**config.mk**
```make
export PLATFORM = sky130hd
export DESIGN_NAME = rr_bus_arbiter4
export DESIGN_NICKNAME = d
export VERILOG_FILES = /design/src/rtl/rr_bus_arbiter4_pkg.sv /design/src/rtl/rr_bus_arbiter4_mux4to1.sv /design/src/rtl/rr_bus_arbiter4.sv
export SDC_FILE = /design/constraint.sdc
export NUM_CORES = 1
export LEC_CHECK = 0
export ABC_AREA = 1
export BUFFER_PORTS_ARGS = -buffer_cell sky130_fd_sc_hd__buf_2
export CORE_MARGIN = 8
export CORE_UTILIZATION = 40
export CTS_CLUSTER_DIAMETER = 120
export CTS_CLUSTER_SIZE = 20
export DETAILED_ROUTE_END_ITERATION = 16
export PLACE_DENSITY = 0.76
export SLEW_MARGIN = 10
export SYNTH_ARGS = -nofsm -noshare
export SYNTH_HDL_FRONTEND = slang
export SYNTH_HIERARCHICAL = 1
export SYNTH_SLANG_ARGS = --single-unit
```
**constraint.sdc**
```tcl
create_clock -name clk -period 1.61 [get_ports clk]
set_input_delay 0.483 -clock clk [delete_from_list [all_inputs] [get_ports clk]]
set_output_delay 0.483 -clock clk [all_outputs]
set_load 0.03 [all_outputs]
```
**src/rtl/rr_bus_arbiter4_pkg.sv**
```systemverilog
`default_nettype none
// +--------------------------------------------------------------------+
// | rr_bus_arbiter4_pkg: shared types/constants for the 4-way arbiter   |
// | Rev 1.0                                                             |
// +--------------------------------------------------------------------+
package rr_bus_arbiter4_pkg;
    localparam int NREQ  = 4;
    localparam int SELW  = 2;
    localparam int MUX_W = 20;

    typedef enum logic [0:0] {
        ST_IDLE  = 1'b0,
        ST_GRANT = 1'b1
    } arb_state_e;
endpackage
`default_nettype wire

```
**src/rtl/rr_bus_arbiter4_mux4to1.sv**
```systemverilog
`default_nettype none
// +--------------------------------------------------------------------+
// | mux4to1: 20-bit 4:1 datapath multiplexer                            |
// | Rev 1.0                                                             |
// +--------------------------------------------------------------------+
module mux4to1
    import rr_bus_arbiter4_pkg::*;
(
    input  logic [MUX_W-1:0] d0_i,
    input  logic [MUX_W-1:0] d1_i,
    input  logic [MUX_W-1:0] d2_i,
    input  logic [MUX_W-1:0] d3_i,
    input  logic [SELW-1:0]  sel_i,
    output logic [MUX_W-1:0] y_o
);
    always_comb begin
        case (sel_i)
            2'd0:    y_o = d0_i;
            2'd1:    y_o = d1_i;
            2'd2:    y_o = d2_i;
            default: y_o = d3_i;
        endcase
    end
endmodule
`default_nettype wire

```
**src/rtl/rr_bus_arbiter4.sv**
```systemverilog
`default_nettype none
// +--------------------------------------------------------------------+
// | rr_bus_arbiter4: round-robin, packet-locked 4-way bus arbiter with  |
// | a one-deep valid/ready output register.          Rev 1.0            |
// +--------------------------------------------------------------------+
module rr_bus_arbiter4
    import rr_bus_arbiter4_pkg::*;
#(
    parameter int unsigned DW        = 20,
    parameter int unsigned START_PTR = 0
) (
    input  logic            clk,
    input  logic            rst,
    input  logic [NREQ-1:0] req_valid_i,
    input  logic [NREQ-1:0] req_last_i,
    input  logic [DW-1:0]   req_data0_i,
    input  logic [DW-1:0]   req_data1_i,
    input  logic [DW-1:0]   req_data2_i,
    input  logic [DW-1:0]   req_data3_i,
    output logic [NREQ-1:0] req_ready_o,
    output logic            out_valid_o,
    output logic [DW-1:0]   out_data_o,
    output logic [SELW-1:0] out_src_o,
    output logic            out_last_o,
    input  logic            out_ready_i,
    output logic            busy_o,
    output logic [SELW-1:0] gnt_o
);
    localparam logic [SELW-1:0] RST_PTR = SELW'(START_PTR);

    arb_state_e      state_q;
    logic [SELW-1:0] ptr_q;
    logic [SELW-1:0] gnt_q;
    logic            out_valid_q;
    logic [DW-1:0]   out_data_q;
    logic [SELW-1:0] out_src_q;
    logic            out_last_q;

    logic [NREQ-1:0] rot_req;
    logic [SELW-1:0] pick_off;
    logic [SELW-1:0] pick_d;
    logic [DW-1:0]   mux_data;
    logic            can_load;
    logic            accept;

    mux4to1 u_mux (
        .d0_i  (req_data0_i),
        .d1_i  (req_data1_i),
        .d2_i  (req_data2_i),
        .d3_i  (req_data3_i),
        .sel_i (gnt_q),
        .y_o   (mux_data)
    );

    // Rotate so bit 0 is the pointer's requester, then take the lowest set bit.
    always_comb begin
        rot_req  = '0;
        pick_off = '0;
        for (int k = 0; k < NREQ; k++) begin
            rot_req[k] = req_valid_i[ptr_q + SELW'(k)];
        end
        for (int k = NREQ - 1; k >= 0; k--) begin
            if (rot_req[k]) pick_off = SELW'(k);
        end
        pick_d = ptr_q + pick_off;
    end

    assign can_load = ~out_valid_q | out_ready_i;
    assign accept   = (state_q == ST_GRANT) & req_valid_i[gnt_q] & can_load;

    always_comb begin
        req_ready_o = '0;
        if (state_q == ST_GRANT) req_ready_o[gnt_q] = can_load;
    end

    always_ff @(posedge clk or posedge rst) begin
        if (rst) begin
            state_q     <= ST_IDLE;
            ptr_q       <= RST_PTR;
            gnt_q       <= '0;
            out_valid_q <= 1'b0;
            out_data_q  <= '0;
            out_src_q   <= '0;
            out_last_q  <= 1'b0;
        end else begin
            case (state_q)
                ST_IDLE: begin
                    if (|req_valid_i) begin
                        gnt_q   <= pick_d;
                        state_q <= ST_GRANT;
                    end
                end
                default: begin
                    if (accept && req_last_i[gnt_q]) begin
                        state_q <= ST_IDLE;
                        ptr_q   <= gnt_q + 1'b1;
                    end
                end
            endcase

            // A load wins over a drain, so load-and-drain in one cycle has no bubble.
            if (accept) begin
                out_valid_q <= 1'b1;
                out_data_q  <= mux_data;
                out_src_q   <= gnt_q;
                out_last_q  <= req_last_i[gnt_q];
            end else if (out_ready_i) begin
                out_valid_q <= 1'b0;
            end
        end
    end

    assign out_valid_o = out_valid_q;
    assign out_data_o  = out_data_q;
    assign out_src_o   = out_src_q;
    assign out_last_o  = out_last_q;
    assign busy_o      = (state_q == ST_GRANT);
    assign gnt_o       = gnt_q;
endmodule
`default_nettype wire
```
==> reports/metrics.yaml <==
cts_buffers: 5
clock_latency_ns: 0.28
grt_pass1_wl_um: 12800
gr-usage-all-layers: 0.185
path_max_fanout: 5
coreArea_sq_um: 5370
clock_power_share: 0.082
worstPathArrival_ns: 1.28
cellPowerDensity_nw_per_um2: 2160
syn_inst: 324
cts.reportedPaths.clkPinSlew_ns: 0.06
worst_setup_path_start_kind: "flop"
maxCapViolCount: 0
maxSlewHeadroom: 0.690
layout_commonest_cell: "buf_2"
yosysWarnings: 6
initial_core_util: 0.405
end_kind: "output pin"
path_class: "flop to output pin"
cts-root-buf: "clkbuf_8"
fin_skew_ns: 0.00524
n_antenna_cell: 0
num_vias: 2695
worst_path_max_delay_cell: "dfrtp_2"
cts_hold_buf: 0
fin_tns_setup_ns: -2.71
yosysUniqueCellTypes: 22
final_area_sq_um: 3440
violations: "setup timing"
cts_sinks: 29
final_cell_mix: "buf_2 (115), nand2_1 (96), nand3_1 (64), nand2_2 (33)"
fmax_mhz: 567
worstMarginPinSlew_ns: 0.459
p_int_mw: 3.58
finalNonFillerCells: 540
cp.depth: 5
fin_hold_ws_ns: 0.260
outcome: "complete, but fails checks"
syn-cell-area_sq_um: 2180
required_ns: 1.13
dpl_cell_area_sq_um: 2840
fin_crit_sh: 1.10
path_buf_inv: 3
crit_chain: "inv_4 -> ha_4 -> inv_2 -> nor2_4 -> buf_6"
setup_viol: 33
cts_tree: "yes"
cp_top_family: "flip-flops"
reg2reg_depth: 12
ir_drop_mv: 0.882
io-pin-count: 122
antenna_left: 0
drc: 0
globalRouteOverflowTotal: 0
maxSlewViolCount: 0
clockBufferDepth: 2
gp_congestion: 0.831
drive_above_1_share: 0.500
row_count: 27
fin_crit_ns: 1.76
dieArea_sq_um: 8060
hold_viol_final: 0
dp_cells: 513
portBuffers: 121
antenna_found_initial: 0
slowest_delay_ns: 0.50
p_leak_nw: 1.85
synth_fp_nets: 420
grt_setup_unrepaired: "true"
syn_avg_cell_area_sq_um: 6.72
power_frac_comb: 0.720
dpl.hpwl_um: 5840
final_nets: 563
die_h_um: 89.8
vias_per_cell: 4.99
pwr-share-seq: 0.198
drtPass1Iterations: 4
syn_to_final_growth_pct: 58.0
p_switching_mw: 3.85
grt_pass1_vias: 2823
wl_per_cell_um: 14.8
seq_area_frac_synth: 0.334
switching_share: 0.518
hold_path.class: "input pin to async pin"
die-width_um: 89.8
drt_iter0_drc: 112
grt_max_degree: 36
timing.final.ws_setup_ns: -0.153
routed_wl_um: 8010
synth-seq-cells: 29
htreeDepth: 2
cells in the mapped netlist:
cell | count | share of area
nand2_1 | 136 | 0.23
nand3_1 | 64 | 0.15
dfrtp_1 | 29 | 0.33
nand4_1 | 21 | 0.060
inv_1 | 16 | 0.028
nor2_1 | 12 | 0.021
buf_6 | 10 | 0.052
buf_4 | 9 | 0.031
ha_1 | 5 | 0.029
inv_2 | 5 | 0.0086
o21ai_0 | 5 | 0.011
clkbuf_4 | 2 | 0.0069
a21oi_1 | 1 | 0.0023
a31oi_1 | 1 | 0.0029
a41oi_1 | 1 | 0.0040
buf_2 | 1 | 0.0023
nand2_2 | 1 | 0.0029
nand3_4 | 1 | 0.0081
nor2_4 | 1 | 0.0052
o211ai_1 | 1 | 0.0035
o21ai_1 | 1 | 0.0023
xor2_1 | 1 | 0.0040
final timing paths:
check	startpoint	to	slack (ns)
setup / recovery	gnt_o[1]	req_ready_o[1]	-0.15
max in group asynchronous	rst	ptr_q[0]	1.05
setup reg to reg	ptr_q[0]	gnt_o[1]	-0.11
hold reg to reg	out_data_o[0]	out_data_o[0]	0.48
min in group clk	out_data_o[0]	out_data_o[0]	0.48
hold / removal	rst	out_data_o[5]	0.26
metal layers:
metal	track usage	wire (um)
met1	0.207	3150
met3	0.0748	675
met5	0	0
met2	0.318	4120
met4	0.0480	60
layout make-up:
| class | instances | area [sq um] |
|---|---|---|
| Inverter | 21 | 93.8 |
| Tap cell | 72 | 90.1 |
| Clock buffer | 8 | 90.1 |
| Sequential cell | 29 | 729 |
| Multi-Input combinational cell | 252 | 1410 |
| Timing Repair Buffer | 158 | 1020 |
| Fill cell | 469 | 1930 |
cell families after synthesis:
group           count (synthesis)  synth area share
compound gates                 10            0.0264
xor+xnor                        1           0.00403
fa+ha+maj                       5            0.0288
buf+inv                        43             0.128
flops                          29             0.334
simple gates                  236             0.479
stage by stage:
stage	setup WS, ns	total power [mW]	util
3_5_place_dp	-0.254	5.43	0.529
6_report	-0.153	7.43	0.640
2_1_floorplan	0.00152	4.56	-
3_3_place_gp	-0.160	5.38	0.529
5_1_grt	-0.278	8.05	0.640
4_1_cts	-0.146	6.36	0.567
worst register-to-register path, delay by kind of cell (launching register included):
kind,cells,cell delay (ns)
AND/OR/NAND/NOR,8,0.60
flip-flops,1,0.46
adder cells (fa/ha/maj),1,0.20
XOR/XNOR,1,0.15
buffers and inverters,1,0.11
AO/OA/AOI/OAI,1,0.08
power groups by stage:
stage | Clock [mW] | Sequential (mW) | Combinational (mW)
detailed placement | 0 | 1.36 | 4.07
finish | 0.611 | 1.47 | 5.35
global placement | 0 | 1.36 | 4.01
CTS | 0.627 | 1.35 | 4.38
global route | 0.661 | 1.52 | 5.87
floorplan | 0 | 1.92 | 2.64
registers in the layout, summed over array words and instances (netlist names):
register,cells
out_last_o,1
out_valid_o,1
ptr_q,2
gnt_o,2
out_data_o,20
out_src_o,2
busy_o,1
repair_timing:
action / in CTS / in global routing
hold endpoints to repair: 0 / 0
setup endpoints to repair: 7 / 34
cloned: 0 / 3
gates resized for setup: 28 / 76
pin swaps: 11 / 34
buffers inserted: 7 / 9
Note: power is estimated with default switching activity, not from simulation.
